[config.mk]
export PLATFORM = sky130hd
export DESIGN_NAME = uart_tx_sched
export DESIGN_NICKNAME = d
export VERILOG_FILES = /design/src/rtl/uart_pkg.sv /design/src/rtl/uart_sched_timer.sv /design/src/rtl/uart_tx_sched.sv
export SDC_FILE = /design/constraint.sdc
export NUM_CORES = 1
export LEC_CHECK = 0
export BUFFER_PORTS_ARGS = -buffer_cell sky130_fd_sc_hd__buf_4
export CORE_MARGIN = 3
export CORE_UTILIZATION = 43
export DETAILED_ROUTE_END_ITERATION = 7
export GPL_ROUTABILITY_DRIVEN = 1
export MAX_ROUTING_LAYER = met4
export PLACE_DENSITY = 0.65
export REMOVE_ABC_BUFFERS = 1
export SLEW_MARGIN = 0
export SYNTH_ARGS = -nofsm -noshare
export SYNTH_HDL_FRONTEND = slang
export SYNTH_SLANG_ARGS = --single-unit
[constraint.sdc]
create_clock -name clk -period 2.8 [get_ports clk]
set_clock_uncertainty 0.15 [all_clocks]
set_input_delay 0.28 -clock clk [delete_from_list [all_inputs] [get_ports clk]]
set_output_delay 0.28 -clock clk [all_outputs]
set_load 0.01 [all_outputs]
[src/rtl/uart_pkg.sv]
// Shared definitions for the UART transmit scheduler: default widths, FSM state
// encoding and the counter-width helper.
package uart_pkg;

    localparam int unsigned UART_DATA_W = 8;
    localparam int unsigned UART_CNT_W  = 16;

    typedef enum logic [2:0] {
        StIdle,
        StPop,
        StLoad,
        StStart,
        StWait,
        StGap
    } sched_state_e;

    // Bits needed to hold 0..max_val, never less than one.
    function automatic int unsigned count_width(input int unsigned max_val);
        return (max_val > 0) ? $clog2(max_val + 1) : 1;
    endfunction

endpackage

[src/rtl/uart_sched_timer.sv]
// Loadable down-counter with a zero flag; holds at zero rather than wrapping.
module uart_sched_timer #(
    parameter int unsigned W = 8
) (
    input  logic         clk,
    input  logic         reset_n,
    input  logic         load,
    input  logic [W-1:0] load_val,
    input  logic         dec,
    output logic         zero
);

    logic [W-1:0] count_q, count_d;

    assign zero = (count_q == '0);

    always_comb begin
        count_d = count_q;
        if (load) begin
            count_d = load_val;
        end else if (dec && !zero) begin
            count_d = count_q - W'(1);
        end
    end

    always_ff @(posedge clk or negedge reset_n) begin
        if (!reset_n) begin
            count_q <= '0;
        end else begin
            count_q <= count_d;
        end
    end

endmodule

[src/rtl/uart_tx_sched.sv]
// Transmit scheduler: pops one byte from the TX FIFO, hands it to the transmitter,
// waits for frame completion with a timeout, then inserts an optional idle gap.
module uart_tx_sched
    import uart_pkg::*;
#(
    parameter int unsigned DATA_W         = UART_DATA_W,
    parameter int unsigned GAP_CYCLES     = 0,
    parameter int unsigned TIMEOUT_CYCLES = 65535,
    parameter int unsigned CNT_W          = UART_CNT_W
) (
    input  logic              clk,
    input  logic              reset_n,
    input  logic              enable,
    input  logic              cts_n,
    input  logic              fifo_empty,
    output logic              fifo_rd_en,
    input  logic [DATA_W-1:0] fifo_data_rd,
    input  logic              tx_busy,
    input  logic              tx_done,
    output logic              tx_start,
    output logic [DATA_W-1:0] tx_data,
    output logic              busy,
    output logic              err_timeout,
    input  logic              err_clr,
    output logic [CNT_W-1:0]  frames_sent
);

    localparam int unsigned TMO_W = count_width(TIMEOUT_CYCLES);
    localparam int unsigned GAP_W = count_width(GAP_CYCLES);
    // Timers are loaded with N-1 so the zero flag marks the Nth cycle in the state.
    localparam logic [TMO_W-1:0] TMO_LOAD = TMO_W'(TIMEOUT_CYCLES - 1);
    localparam logic [GAP_W-1:0] GAP_LOAD = GAP_W'((GAP_CYCLES > 0) ? GAP_CYCLES - 1 : 0);

    sched_state_e state_q, state_d;

    logic              tmo_load, tmo_dec, tmo_zero;
    logic              gap_load, gap_dec, gap_zero;
    logic              frame_done, timeout;
    logic [DATA_W-1:0] tx_data_q;
    logic              err_timeout_q;
    logic [CNT_W-1:0]  frames_sent_q;

    always_comb begin
        state_d    = state_q;
        fifo_rd_en = 1'b0;
        tx_start   = 1'b0;
        tmo_load   = 1'b0;
        tmo_dec    = 1'b0;
        gap_load   = 1'b0;
        gap_dec    = 1'b0;
        frame_done = 1'b0;
        timeout    = 1'b0;
        unique case (state_q)
            StIdle: begin
                if (enable && !cts_n && !fifo_empty) begin
                    state_d = StPop;
                end
            end
            StPop: begin
                fifo_rd_en = 1'b1;
                state_d    = StLoad;
            end
            StLoad: begin
                state_d = StStart;
            end
            StStart: begin
                if (!tx_busy) begin
                    tx_start = 1'b1;
                    tmo_load = 1'b1;
                    state_d  = StWait;
                end
            end
            StWait: begin
                tmo_dec = 1'b1;
                // A completion arriving on the last permitted cycle beats the timeout.
                if (tx_done) begin
                    frame_done = 1'b1;
                    if (GAP_CYCLES > 0) begin
                        gap_load = 1'b1;
                        state_d  = StGap;
                    end else begin
                        state_d = StIdle;
                    end
                end else if (tmo_zero) begin
                    timeout = 1'b1;
                    state_d = StIdle;
                end
            end
            StGap: begin
                if (gap_zero) begin
                    state_d = StIdle;
                end else begin
                    gap_dec = 1'b1;
                end
            end
            default: state_d = StIdle;
        endcase
    end

    always_ff @(posedge clk or negedge reset_n) begin
        if (!reset_n) begin
            state_q       <= StIdle;
            tx_data_q     <= '0;
            err_timeout_q <= 1'b0;
            frames_sent_q <= '0;
        end else begin
            state_q <= state_d;
            if (state_q == StLoad) begin
                tx_data_q <= fifo_data_rd;
            end
            if (timeout) begin
                err_timeout_q <= 1'b1;
            end else if (err_clr) begin
                err_timeout_q <= 1'b0;
            end
            if (frame_done) begin
                frames_sent_q <= frames_sent_q + CNT_W'(1);
            end
        end
    end

    uart_sched_timer #(
        .W(TMO_W)
    ) u_tmo_timer (
        .clk     (clk),
        .reset_n (reset_n),
        .load    (tmo_load),
        .load_val(TMO_LOAD),
        .dec     (tmo_dec),
        .zero    (tmo_zero)
    );

    uart_sched_timer #(
        .W(GAP_W)
    ) u_gap_timer (
        .clk     (clk),
        .reset_n (reset_n),
        .load    (gap_load),
        .load_val(GAP_LOAD),
        .dec     (gap_dec),
        .zero    (gap_zero)
    );

    assign busy        = (state_q != StIdle);
    assign tx_data     = tx_data_q;
    assign err_timeout = err_timeout_q;
    assign frames_sent = frames_sent_q;

endmodule

Yosys cells after proc, flatten, opt, wreduce, memory -nomap -nowiden
Cells that the tools add are included.

word-level totals
  bits in registers = 45
  input port bits = 16
  output and inout port bits = 28
  logic and storage cells = 52

operators by class
  add/sub/neg operators = 3
  equality and inequality tests = 9
  muxes and demuxes = 21
  reduce and logical (&&, ||, !) cells = 13

operator list
  operator                                                number
  two-way mux 16 bit                                      2
  one-hot mux 3 bit (6 select lines)                      1
  adder 16 x 1 -> 16 bit (second input constant)          1
  zero test 16 bit                                        1
  subtractor 16 x 1 -> 16 bit (second input constant)     1
  two-way mux 3 bit                                       5
  two-way mux 1 bit                                       13
  equality test 3 x 2 -> 1 bit (second input constant)    2
  equality test 3 bit (second input constant)             2
  inequality test 2 bit (second input constant)           3
  logical AND 1 bit                                       4
  AND reduction 4 bit                                     1
  nonzero test 2 bit                                      2
  equality test 3 x 1 -> 1 bit (second input constant)    1
  zero test 1 bit                                         3
  zero test 3 bit                                         1
  inequality test 3 x 2 -> 1 bit (second input constant)  1
  nonzero test 3 bit                                      1
  subtractor 1 bit (second input constant)                1

Depth between registers and ports, before layout
Gate-level depths: netlist (run 1).

  depth after elaboration = 5
  gate-level depth with buffers = 7
  gate-level depth less buffers = 6

Cells and area by module
Synthesis (run 1) repeated with hierarchy kept, for this count alone.

second synthesis, totals
  cell total of the unflattened synthesis = 235
  area total of the unflattened synthesis = 2372.3 um2

by module, submodules not included
  module                          instances  cells each  area an instance (um2)  sequential area each (um2)
  uart_tx_sched                   1          107         1281.2                  700.7
  uart_sched_timer (u_tmo_timer)  1          124         1046.0                  400.4
  uart_sched_timer (u_gap_timer)  1          4           45.0                    25.0

Worst setup path before layout (run 1)
Ideal clock, no wire load.

  kind = flip-flop to flip-flop
  from = register u_tmo_timer.count_q[0]
  to = register u_tmo_timer.count_q[2]
  library setup time = 0.126 ns
  arrival time = 2.097 ns
  data required time = 2.524 ns
  slack = 0.426 ns
  cell stages (with the launch flop) = 7
  clock period less this slack = 2.374 ns
  path through = dfrtp_1 inv_1 ha_1 or4b_1 or4_4 buf_6 a221o_1

on the way
  cells in the longest elaborated chain, start to end = 4

RTL lines
  item                                                                 line                    source
  start: declaration                                                   uart_sched_timer.sv:13  logic [W-1:0] count_q, count_d;
  start signal: assignment                                             uart_sched_timer.sv:30  count_q <= count_d;
  branches (longest 4 deep; another with subtractor 16 x 1 -> 16 bit)  n/a

Parallel ways; which one is timed is not known. The select of a mux whose other input is x is not followed.
A chain may end at the register's enable or synchronous reset.

Final worst setup path (run 1)
Ends and elaborated chain as after synthesis.

==> results of run 1 <==
worst register-to-register path, cell delays in order (launching register included):
cell	delay (ns)
sky130_fd_sc_hd__dfrtp_1	0.41
sky130_fd_sc_hd__inv_1	0.07
sky130_fd_sc_hd__ha_1	0.20
sky130_fd_sc_hd__or4b_1	0.52
sky130_fd_sc_hd__or4_4	0.60
sky130_fd_sc_hd__a221o_1	0.37
worst max path at each step:
stage	depth (start not counted)	end	from	slack (ns)
2_1_floorplan	5	u_tmo_timer.count_q[2]$_DFFE_PN0P_	u_tmo_timer.count_q[0]$_DFFE_PN0P_	0.49
3_5_place_dp	5	u_tmo_timer.count_q[2]$_DFFE_PN0P_	u_tmo_timer.count_q[0]$_DFFE_PN0P_	0.39
5_1_grt	5	u_tmo_timer.count_q[2]$_DFFE_PN0P_	u_tmo_timer.count_q[0]$_DFFE_PN0P_	0.29
6_report	5	u_tmo_timer.count_q[2]$_DFFE_PN0P_	u_tmo_timer.count_q[0]$_DFFE_PN0P_	0.36
3_3_place_gp	5	u_tmo_timer.count_q[2]$_DFFE_PN0P_	u_tmo_timer.count_q[0]$_DFFE_PN0P_	0.42
4_1_cts	5	u_tmo_timer.count_q[2]$_DFFE_PN0P_	u_tmo_timer.count_q[0]$_DFFE_PN0P_	0.37
state kept, by name (all words and copies together), names as in the netlist:
register             count
frames_sent             16
u_tmo_timer.count_q     16
tx_data                  8
state_q                  3
err_timeout              1
u_gap_timer.count_q      1
through the flow:
stage          utilization [%]  cells  setup WS [ns]  area (um^2)  hold WS [ns]
6_report                 55.69    317         0.3638         2665       0.02826
5_1_grt                  55.69    317         0.2942         2665       0.01488
4_1_cts                  55.69    317         0.3703         2665       0.01804
3_5_place_dp             53.31    309         0.3872         2551        0.1674
3_3_place_gp             53.31    309         0.4157         2551        0.1679
2_1_floorplan                -    196         0.4876         2122       -0.1656
layer usage:
layer / vias up / GRT usage, % / wire (um)
met4: 0 / 5.254 / 24
met5: - / - / 0
met3: 2 / 4.695 / 214
met2: 34 / 26.05 / 2004
li1: 836 / - / -
met1: 815 / 19.09 / 2024
layout by cell type (no fill, tap or decap), drive strengths merged, types with 2 or more instances in the layout:
cell type	count
nand2	11
mux2i	4
xnor2	13
nand2b	2
nand4bb	2
and3	4
xor2	2
buf	46
nor2	14
or3	5
nor3b	3
or4	5
nand4	4
o32ai	2
a31oi	3
or3b	2
and4	2
mux2	9
inv	7
ha	2
o211ai	3
clkbuf	5
nand3	11
a21oi	3
o21ai	8
clkinv	2
dfrtp	45
nor3	10
and2	4
nor4	5
power by group:
group          leakage [nW]  internal [W]  switching, W  total [W]
clock network        0.0540      0.000259      0.000207   0.000467
registers             0.525      0.000757      0.000113   0.000870
logic                 0.532      0.000293      0.000240   0.000532
logic make-up after synthesis:
family / share of synthesized area, %
compound gates: 7.961
xor+xnor: 6.101
fa+ha+maj: 1.162
buf+inv: 2.847
flops: 52.30
mux: 6.566
simple gates: 23.07
cell type report:
type	count	area, um^2
fill	429	2121
clock buffer	5	68.82
tap	67	83.83
timing repair buffer	47	355.3
inverter	8	30.03
sequential	45	1126
clock inverter	2	35.03
multi-input combinational	143	965.9
==> metrics.log, run 1 <==
[metrics] number of diodes: 0
[metrics] cell class contributing the biggest share of worst-path delay: simple AND/OR/NAND/NOR gates
[metrics] R2R depth: 5
[metrics] startpoint of the worst register-to-register path: u_tmo_timer.count_q[0]$_DFFE_PN0P_
[metrics] synth unique cells: 43
[metrics] fraction of synthesis flops using an asynchronous set or reset pin: 100.0%
[metrics] total number of placement rows: 25
[metrics] Post-Synthesis Cells: between 200 and 250
[metrics] number of synthesis warnings: 0
[metrics] share of the cycle needed by the critical path after routing: 87.01%
[metrics] clock transition at the registers of the reported paths: 0.08 ns
[metrics] first-iteration detailed-routing DRC count: 48
[metrics] number of sinks on the clock net: 45
[metrics] initial antenna violation count: 0
[metrics] overall power after layout: 0.001870 W
[metrics] element type at the critical path start: flip-flop
[metrics] post-synthesis to final-layout area growth: 23.77%
[metrics] instance count along the most critical hold path: 2
[metrics] P_leak: 1.112 nW
[metrics] number of buffers added on ports: 43
[metrics] starting density of the core: 44.99%
[metrics] syn_area_per_cell: 10.66 um^2
[metrics] achievable frequency: roughly 0.4 GHz
[metrics] die extent in y: 76.77 um
[metrics] Longest Clk Path Bufs: 2
[metrics] Post CTS Setup Buffer Count: 0
[metrics] Hold/Removal Path Class: in2reg
[metrics] vias per cell: 5.322
[metrics] RePlAce Congestion: between 0.7 and 0.8
[metrics] H-Tree Depth: 2
[metrics] number of setup violations in the final report: 0
[metrics] DRT Wirelength: 4.268 mm
[metrics] maximum fanout count along the critical path: 9
[metrics] count of buffer and inverter cells on the critical path: 1
[metrics] power per unit of standard cell area: around 700 mW/mm^2
[metrics] DR DRC count: 0
[metrics] category of the worst setup path capture point: flip-flop
[metrics] predominant post-synthesis flop cell: sky130_fd_sc_hd__dfrtp_1
[metrics] clock latency reported for the late side of the worst-skew pair: 0.29 ns
[metrics] total core area: 0.004786 mm^2
[metrics] WL per Instance: 13.46 um
[metrics] via count: between 1.5k and 2k
[metrics] number of endpoints with negative hold slack in the final report: 0
[metrics] aggregate global routing overflow: 0
[metrics] number of clock buffers inserted by TritonCTS: 5
[metrics] first-pass GRT wire length: 7.514 mm
[metrics] IO Pins: between 40 and 50
[metrics] number of flops mapped to enable cells by yosys: 0
[metrics] layout cell share with drive strength beyond 1: 26.00%
[metrics] full die area: between 0.005 and 0.006 mm^2
[metrics] die extent in x: 76.77 um
[metrics] register area share after synthesis: a little over half
[metrics] reg-to-reg slack, setup: 0.36 ns
[metrics] top cell types by occurrence after synthesis: 45 x sky130_fd_sc_hd__dfrtp_1, 14 x sky130_fd_sc_hd__nor2_1, 13 x sky130_fd_sc_hd__xnor2_1
[metrics] TritonCTS clock tree: built
[metrics] hold path start: err_clr
[metrics] count of state elements after synthesis: 45
[metrics] antenna-violating nets left: 0
[metrics] outcome: finished clean
[metrics] setup repair after global routing missed its margin: false
[metrics] r2r endpoint: u_tmo_timer.count_q[2]$_DFFE_PN0P_
[metrics] post-synthesis cell type with the largest combined area: sky130_fd_sc_hd__dfrtp_1
[metrics] post-CTS sizing: 0
[metrics] number of nets in the layout: between 200 and 300
[metrics] endpoint arrival time on the critical path: 2.46 ns
[metrics] root buffer cell: sky130_fd_sc_hd__clkbuf_8
[metrics] MaxCap Viol Count: 0
[metrics] max incr delay on CP: 0.60 ns
[metrics] largest net degree at the start of global routing: 46
[metrics] number of buffers inserted for hold repair after clock tree synthesis: 1
[metrics] Req. time, crit path: 2.83 ns
[metrics] CP Class: reg2reg
[metrics] number of global-route vias before repair: around 1.7k
[metrics] list of cells traversed by the critical path: inv_1 > ha_1 > or4b_1 > or4_4 > a221o_1
[metrics] shortest clock period the worst path allows after layout: around 2.4 ns
[metrics] Total Negative Setup Slacks: 0 ns
[metrics] count of TritonRoute iterations in the first routing pass: 4
[metrics] relative slew slack: between 50 and 60%
[metrics] measured slew at the worst slew-check pin: 0.6608 ns
[metrics] worst voltage drop across the vdd grid: 0.3631 mV
[metrics] share of the synthesized area in the top cell type: between 50 and 60%
[metrics] total half-perimeter wirelength after legalization and detailed placement: a little over 3 mm
[metrics] Netlist Area Pre-Place: 0.002153 mm^2
[metrics] end of the worst hold path: err_timeout$_DFFE_PN0P_
[metrics] most common cell in the netlist: sky130_fd_sc_hd__dfrtp_1
[metrics] GRT Resource Usage Total: 16.01%
[metrics] Worst path slowest cell: sky130_fd_sc_hd__or4_4
[metrics] top post-synthesis cells by area: sky130_fd_sc_hd__dfrtp_1 52%, sky130_fd_sc_hd__xnor2_1 5.3%, sky130_fd_sc_hd__mux2_2 4.7%
[metrics] max-slew violation count: 0
(Power assumes the default switching activity.)
==> inputs of run 2 (changes only) <==
CORE_UTILIZATION = 52   (was 43)
PLACE_DENSITY = 0.76   (was 0.65)
==> run 2 against run 1 <==
Sequential power grew 0.5%. Global-route usage increased by 4.0 points. Worst hold slack improved by 0.024 ns. Final area fell by 0.61%. Utilization up 14 points. Sequential share of layout area is 0.26 points higher. First-iteration DRC count is 96% higher. Critical path type unchanged. Critical endpoint unchanged. Highest routed layer unchanged.
==> metrics.log, run 2 (synthesized netlist as in run 1, its figures left out) <==
[metrics] share of total power in the clock network: 22.6% (-2.4 points)
[metrics] worst setup path endpoint: u_tmo_timer.count_q[2]$_DFFE_PN0P_
[metrics] number of diodes: 0 (unchanged)
[metrics] element type at the critical path start: flip-flop
[metrics] Longest Clk Path Bufs: 2 (unchanged)
[metrics] largest net degree at the start of global routing: 46 (unchanged)
[metrics] endpoint arrival time on the critical path: 2.47 ns (about the same)
[metrics] Worst path slowest cell: sky130_fd_sc_hd__or4_4
[metrics] die extent in x: 70.35 um (-8.4%)
[metrics] power per unit of standard cell area: 686.4 mW/mm^2 (-2.2%)
[metrics] Req. time, crit path: 2.83 ns (about the same)
[metrics] max-slew violation count: 0 (unchanged)
[metrics] measured slew at the worst slew-check pin: 0.6331 ns (-0.02769 ns)
[metrics] instance count along the most critical hold path: 2 (unchanged)
[metrics] clock transition at the registers of the reported paths: 0.09 ns (about the same)
[metrics] startpoint of the worst register-to-register path: u_tmo_timer.count_q[0]$_DFFE_PN0P_
[metrics] WL per Instance: 14.54 um (+8.0%)
[metrics] Int Power: 0.001236 W (-5.6%)
[metrics] share of the cycle needed by the critical path after routing: 87.11% (+0.098 points)
[metrics] part of the total power dissipated in sequential elements: 48.1% (+1.5 points)
[metrics] relative slew slack: 57.64% (+1.9 points)
[metrics] reg-to-reg slack, setup: 0.36 ns (about the same)
[metrics] maximum fanout count along the critical path: 9 (unchanged)
[metrics] net switching component of the power: 0.0005822 W (+3.9%)
[metrics] number of nets in the layout: 270 (+0.75%)
[metrics] shortest clock period the worst path allows after layout: 2.439 ns (+0.002756 ns)
[metrics] DR DRC count: 0 (unchanged)
[metrics] MaxCap Viol Count: 0 (unchanged)
[metrics] DRT Wirelength: 4.376 mm (+2.5%)
[metrics] r2r endpoint: u_tmo_timer.count_q[2]$_DFFE_PN0P_
[metrics] final core utilization: 69.23% (+14 points)
[metrics] full die area: 0.004949 mm^2 (-16%)
[metrics] post-CTS sizing: 0 (unchanged)
[metrics] most common cell after layout, fill and taps aside: sky130_fd_sc_hd__buf_4
[metrics] total core area: 0.003826 mm^2 (-20%)
[metrics] number of sinks on the clock net: 45 (unchanged)
[metrics] number of buffers added on ports: 43 (unchanged)
[metrics] achievable frequency: 0.4100 GHz (-0.11%)
[metrics] layout cell share with drive strength beyond 1: 26.48% (+0.48 points)
[metrics] CP Class: reg2reg
[metrics] first-iteration detailed-routing DRC count: 94 (+96%)
[metrics] vias per cell: 5.678 (+6.7%)
[metrics] most frequent cells in the layout: 47 x sky130_fd_sc_hd__buf_4, 45 x sky130_fd_sc_hd__dfrtp_1, 14 x sky130_fd_sc_hd__nor2_1
[metrics] IO Pins: 44 (unchanged)
[metrics] initial antenna violation count: 0 (unchanged)
[metrics] count of TritonRoute iterations in the first routing pass: 7 (+3)
[metrics] GRT Resource Usage Total: 20.03% (+4.0 points)
[metrics] Hold/Removal Path Class: in2reg
[metrics] number of global-route vias before repair: 1700 (-0.58%)
[metrics] list of cells traversed by the critical path: inv_1 > ha_1 > or4b_1 > or4_4 > a221o_1
[metrics] Fill cells: 309 (-28%)
[metrics] post-synthesis to final-layout area growth: 23.01%
[metrics] H-Tree Depth: 2 (unchanged)
[metrics] via count: 1709 (+1.3%)
[metrics] combinational fraction of design power: 29.4% (+0.9 points)
[metrics] root buffer cell: sky130_fd_sc_hd__clkbuf_8
[metrics] TritonCTS clock tree: built
[metrics] critical path startpoint: u_tmo_timer.count_q[0]$_DFFE_PN0P_
[metrics] proportion of total power due to net switching: 32.02% (+2.1 points)
[metrics] number of setup violations in the final report: 0 (unchanged)
[metrics] clock latency reported for the late side of the worst-skew pair: 0.30 ns (about the same)
[metrics] RePlAce Congestion: 0.7675 (-0.62%)
[metrics] die extent in y: 70.35 um (-8.4%)
[metrics] hold path start: tx_done
[metrics] worst voltage drop across the vdd grid: 0.5291 mV (+46%)
[metrics] category of the worst setup path capture point: flip-flop
[metrics] antenna-violating nets left: 0 (unchanged)
[metrics] max incr delay on CP: 0.61 ns (about the same)
[metrics] number of endpoints with negative hold slack in the final report: 0 (unchanged)
[metrics] Post CTS Setup Buffer Count: 0 (unchanged)
[metrics] R2R depth: 5 (unchanged)
[metrics] Total Negative Setup Slacks: 0 ns (unchanged)
[metrics] number of clock buffers inserted by TritonCTS: 5 (unchanged)
[metrics] first-pass GRT wire length: 7.755 mm (+3.2%)
[metrics] total half-perimeter wirelength after legalization and detailed placement: 3.193 mm (+4.5%)
[metrics] number of buffers inserted for hold repair after clock tree synthesis: 2 (+1)
[metrics] outcome: finished clean
[metrics] starting density of the core: 56.28% (+11 points)
[metrics] P_leak: 1.111 nW (about the same)
[metrics] setup repair after global routing missed its margin: false
[metrics] total number of placement rows: 22 (-12%)
[metrics] aggregate global routing overflow: 0 (unchanged)
[run 2: cell types whose count changed in the layout (fill, tap and decap cells not counted), sizes merged]
cell,previous run,this run
bufinv,1,0
buf,46,47
clkinvlp,0,1
inv,7,8
dlygate4sd3,1,2
[run 2: cell type report]
type                    instances  area, um^2  share of cell area (%)
repair buffers                 49       372.9                   14.08
well taps                      48       60.06                   2.267
flip-flops and latches         45        1126                   42.51
inverters                       8       30.03                   1.134
multi-input cells             143       965.9                   36.47
clock buffers                   5       68.82                   2.598
clock inverters                 3       25.02                  0.9447
[run 2: how the worst min path moves through the flow]
stage | end
global route | tx_data[0]$_DFFE_PN0N_
CTS | tx_data[7]$_DFFE_PN0N_
finish | err_timeout$_DFFE_PN0P_
global placement | tx_data[1]$_DFFE_PN0N_
floorplan | err_timeout$_DFFE_PN0P_
detailed placement | tx_data[0]$_DFFE_PN0N_
[run 2: stage by stage]
stage               total power (W)  cell area, um^2  std cells  worst slack, ns  hold WS (ns)
detailed placement         0.001423             2535        291           0.3855        0.1636
CTS                        0.001835             2649        301           0.3546       0.05501
global route               0.001934             2649        301           0.2356       0.04695
finish                     0.001818             2649        301           0.3610       0.05266
global placement           0.001409             2535        291           0.4227        0.1577
floorplan                  0.001172             2122        196           0.4876       -0.1656
[run 2: power by group through the flow]
stage	Sequential [W]	Clock (W)	Combinational, W
2_1_floorplan	0.000894	0	0.000278
3_3_place_gp	0.000880	0	0.000529
3_5_place_dp	0.000886	0	0.000538
4_1_cts	0.000872	0.000421	0.000542
5_1_grt	0.000897	0.000446	0.000591
6_report	0.000874	0.000410	0.000534
[run 2: worst max-delay path, delay by kind of cell, from the launching register on]
kind	cells	cell delay, ns
adder cells (fa/ha/maj)	1	0.19
AND/OR/NAND/NOR	2	1.13
flip-flops	1	0.42
AO/OA/AOI/OAI	1	0.37
buffers and inverters	1	0.07
[run 2: metal layers]
| layer | track usage (%) | wire [um] |
|---|---|---|
| met1 | 24.70 | 1979 |
| met2 | 32.54 | 2104 |
| met3 | 5.324 | 244 |
| met4 | 5.532 | 48 |
| met5 | - | 0 |
==> inputs of run 3 (changes only) <==
CORE_UTILIZATION = 43   (was 52)
PLACE_DENSITY = not set   (was 0.76)
SYNTH_HIERARCHICAL = 1   (was not set)
==> run 3 against run 2 <==
Global-route usage shrank 1.7 points. Critical path depth increased by 2. Die area rose by 30%. Sequential cell count unchanged. Area after synthesis is 10% higher. Setup slack worse by 0.096 ns. Sequential share of layout area down 3.8 points. Cell count increased by 23%. Clock-buffer cell count stayed put. First-iteration DRC count down 14%. Largest cell class is now multi-input combinational cells. Largest power group unchanged.
==> metrics.log, run 3 <==
[metrics] outcome: finished clean
[metrics] clock transition at the registers of the reported paths: 0.09 ns (about the same)
[metrics] aggregate global routing overflow: 0 (unchanged)
[metrics] post-layout worst setup margin: 0.2646 ns (-0.09643 ns)
[metrics] largest net degree at the start of global routing: 46 (unchanged)
[metrics] Int Power: 0.001501 W (+21%)
[metrics] number of global-route vias before repair: 1874 (+10%)
[metrics] predominant post-synthesis flop cell: sky130_fd_sc_hd__dfrtp_1
[metrics] proportion of total power due to net switching: 37.39% (+5.4 points)
[metrics] synth unique cells: 48 (+12%)
[metrics] final std cell area, no fill: 0.002910 mm^2 (+9.9%)
[metrics] post-synthesis cell type with the largest combined area: sky130_fd_sc_hd__dfrtp_1
[metrics] first-iteration detailed-routing DRC count: 81 (-14%)
[metrics] Post CTS Setup Buffer Count: 0 (unchanged)
[metrics] CP Class: reg2reg
[metrics] via count: 1876 (+9.8%)
[metrics] IO Pins: 44 (unchanged)
[metrics] category of the worst setup path capture point: flip-flop
[metrics] share of the cycle needed by the critical path after routing: 90.55% (+3.4 points)
[metrics] share of the synthesized area in the top cell type: 47.47% (-4.8 points)
[metrics] clock latency reported for the late side of the worst-skew pair: 0.30 ns (about the same)
[metrics] H-Tree Depth: 2 (unchanged)
[metrics] Worst path slowest cell: sky130_fd_sc_hd__or4_1
[metrics] antenna-violating nets left: 0 (unchanged)
[metrics] setup repair after global routing missed its margin: false
[metrics] vias per cell: 5.084 (-10%)
[metrics] number of buffers inserted for hold repair after clock tree synthesis: 1 (-1)
[metrics] die extent in y: 80.28 um (+14%)
[metrics] initial antenna violation count: 0 (unchanged)
[metrics] number of diodes: 0 (unchanged)
[metrics] shortest clock period the worst path allows after layout: 2.535 ns (+0.09643 ns)
[metrics] max-slew violation count: 0 (unchanged)
[metrics] Post-Synthesis Cells: 235 (+16%)
[metrics] number of nets in the layout: 316 (+17%)
[metrics] die extent in x: 80.28 um (+14%)
[metrics] first-pass GRT wire length: 8.894 mm (+15%)
[metrics] syn_area_per_cell: 10.09 um^2 (-5.3%)
[metrics] top cell types by occurrence after synthesis: 45 x sky130_fd_sc_hd__dfrtp_1, 24 x sky130_fd_sc_hd__nand2_1, 23 x sky130_fd_sc_hd__nor2_1
[metrics] measured slew at the worst slew-check pin: 0.5765 ns (-0.05660 ns)
[metrics] part of the total power dissipated in sequential elements: 46.8% (-1.3 points)
[metrics] register area share after synthesis: 47.47% (-4.8 points)
[metrics] post-synthesis to final-layout area growth: 22.68%
[metrics] number of sinks on the clock net: 45 (unchanged)
[metrics] combinational fraction of design power: 36.0% (+6.6 points)
[metrics] Req. time, crit path: 2.87 ns (+0.04 ns)
[metrics] starting density of the core: 45.58% (-11 points)
[metrics] fraction of synthesis flops using an asynchronous set or reset pin: 100.0% (unchanged)
[metrics] GRT Resource Usage Total: 18.28% (-1.7 points)
[metrics] cell area after placement: 0.002810 mm^2 (+11%)
[metrics] most frequent cells in the layout: 45 x sky130_fd_sc_hd__dfrtp_1, 45 x sky130_fd_sc_hd__buf_4, 24 x sky130_fd_sc_hd__nand2_1
[metrics] number of flops mapped to enable cells by yosys: 0 (unchanged)
[metrics] root buffer cell: sky130_fd_sc_hd__clkbuf_8
[metrics] final-layout worst hold slack: 0.002790 ns (-0.04987 ns)
[metrics] relative slew slack: 61.36% (+3.7 points)
[metrics] endpoint arrival time on the critical path: 2.60 ns (+0.13 ns)
[metrics] count of state elements after synthesis: 45 (unchanged)
[metrics] top post-synthesis cells by area: sky130_fd_sc_hd__dfrtp_1 47%, sky130_fd_sc_hd__mux2_2 4.7%, sky130_fd_sc_hd__nand2_1 3.8%
[metrics] reg-to-reg slack, setup: 0.26 ns (-0.10 ns)
[metrics] most common cell in the netlist: sky130_fd_sc_hd__dfrtp_1
[metrics] Placement Setup Slack: 0.3444 ns (-0.04109 ns)
[metrics] number of setup violations in the final report: 0 (unchanged)
[metrics] number of clock buffers inserted by TritonCTS: 5 (unchanged)
[metrics] power per unit of standard cell area: 823.8 mW/mm^2 (+20%)
[metrics] number of endpoints with negative hold slack in the final report: 0 (unchanged)
[metrics] maximum fanout count along the critical path: 8 (-1)
[metrics] CP dominant cell by count: sky130_fd_sc_hd__nand2_1
[metrics] TritonCTS clock tree: built
[metrics] total core area: 0.005205 mm^2 (+36%)
[metrics] number of buffers added on ports: 43 (unchanged)
[metrics] DR DRC count: 0 (unchanged)
[metrics] Longest Clk Path Bufs: 2 (unchanged)
[metrics] MaxCap Viol Count: 0 (unchanged)
[metrics] achievable frequency: 0.3944 GHz (-3.8%)
[metrics] Fill cells: 506 (+64%)
[metrics] total half-perimeter wirelength after legalization and detailed placement: 3.733 mm (+17%)
[metrics] net switching component of the power: 0.0008964 W (+54%)
[metrics] Total Negative Setup Slacks: 0 ns (unchanged)
[metrics] total number of placement rows: 26 (+18%)
[metrics] full die area: 0.006444 mm^2 (+30%)
[metrics] Hold/Removal Path Class: in2reg
[metrics] Netlist Area Pre-Place: 0.002372 mm^2 (+10%)
[metrics] WL per Instance: 13.63 um (-6.3%)
[metrics] post-CTS sizing: 0 (unchanged)
[metrics] DRT Wirelength: 5.028 mm (+15%)
[metrics] P_leak: 1.291 nW (+16%)
[metrics] list of cells traversed by the critical path: nor2_1 > nand2_1 > inv_1 > nor4b_1 > nand2_1 > or4_1 > a31oi_1
[metrics] layout cell share with drive strength beyond 1: 25.75% (-0.73 points)
[metrics] share of total power in the clock network: 17.2% (-5.4 points)
[metrics] count of TritonRoute iterations in the first routing pass: 5 (-2)
[metrics] worst voltage drop across the vdd grid: 0.4818 mV (-8.9%)
[metrics] RePlAce Congestion: 0.8456 (+10%)
[metrics] number of synthesis warnings: 6 (+6)
[metrics] element type at the critical path start: flip-flop
[metrics] max incr delay on CP: 0.50 ns (-0.11 ns)
## run 3: kinds of logic after synthesis
| family | after synthesis | share of synthesized area, % |
|---|---|---|
| XOR/XNOR | 16 | 5.907 |
| multiplexers | 12 | 5.591 |
| flip-flops | 45 | 47.47 |
| buffers and inverters | 20 | 4.430 |
| AO/OA/AOI/OAI | 36 | 9.863 |
| other | 2 | 0.3166 |
| adder cells (fa/ha/maj) | 2 | 1.055 |
| AND/OR/NAND/NOR | 102 | 25.37 |
## run 3: metal layers
layer	up-vias	part of all wire (%)	track usage, %	wire length, um
met2	41	49	30.63	2451
li1	944	-	-	-
met1	887	46	22.14	2321
met3	4	4.1	4.148	204
met5	-	0	-	0
met4	0	1.0	5.236	51
## run 3: through the flow
| step | cells | utilization, % | power [W] |
|---|---|---|---|
| after floorplan | 245 | - | 0.001635 |
| after global placement | 360 | 53.99 | 0.001981 |
| after detailed placement | 360 | 53.99 | 0.002002 |
| after CTS | 369 | 55.91 | 0.002426 |
| after global routing | 369 | 55.91 | 0.002599 |
| final | 369 | 55.91 | 0.002398 |
## run 3: worst paths after layout
kind                                                  start                                  end  cells past startpoint
worst max-delay path                 state_q[0]$_DFFE_PN0P_  u_tmo_timer/count_q[15]$_DFFE_PN0P_                      7
worst min-delay path                                err_clr              err_timeout$_DFFE_PN0P_                      2
worst max register to register       state_q[0]$_DFFE_PN0P_  u_tmo_timer/count_q[15]$_DFFE_PN0P_                      7
worst min register to register  frames_sent[15]$_DFFE_PN0P_          frames_sent[15]$_DFFE_PN0P_                      1
max in group asynchronous                           reset_n  u_tmo_timer/count_q[14]$_DFFE_PN0P_                      2
min in group asynchronous                           reset_n           frames_sent[3]$_DFFE_PN0P_                      2
## run 3: final cells by class
class	count	area (um^2)	share of cell area, %
well taps	70	87.58	3.009
multi-input cells	187	1210	41.57
clock inverters	3	21.27	0.7309
clock buffers	5	68.82	2.365
inverters	13	48.80	1.677
flip-flops and latches	45	1126	38.69
repair buffers	46	347.8	11.95
## run 3: critical path, delay by kind of cell (launching register included)
kind / cells / cell delay (ns)
simple gates: 5 / 1.47
flops: 1 / 0.47
compound gates: 1 / 0.19
buf+inv: 1 / 0.17
## run 3: power by group through the flow
stage,clock [W],combinational [W],sequential [W]
detailed placement,0,0.000875,0.00113
CTS,0.000431,0.000878,0.00112
global route,0.000454,0.000978,0.00117
floorplan,0,0.000513,0.00112
finish,0.000413,0.000862,0.00112
global placement,0,0.000855,0.00113
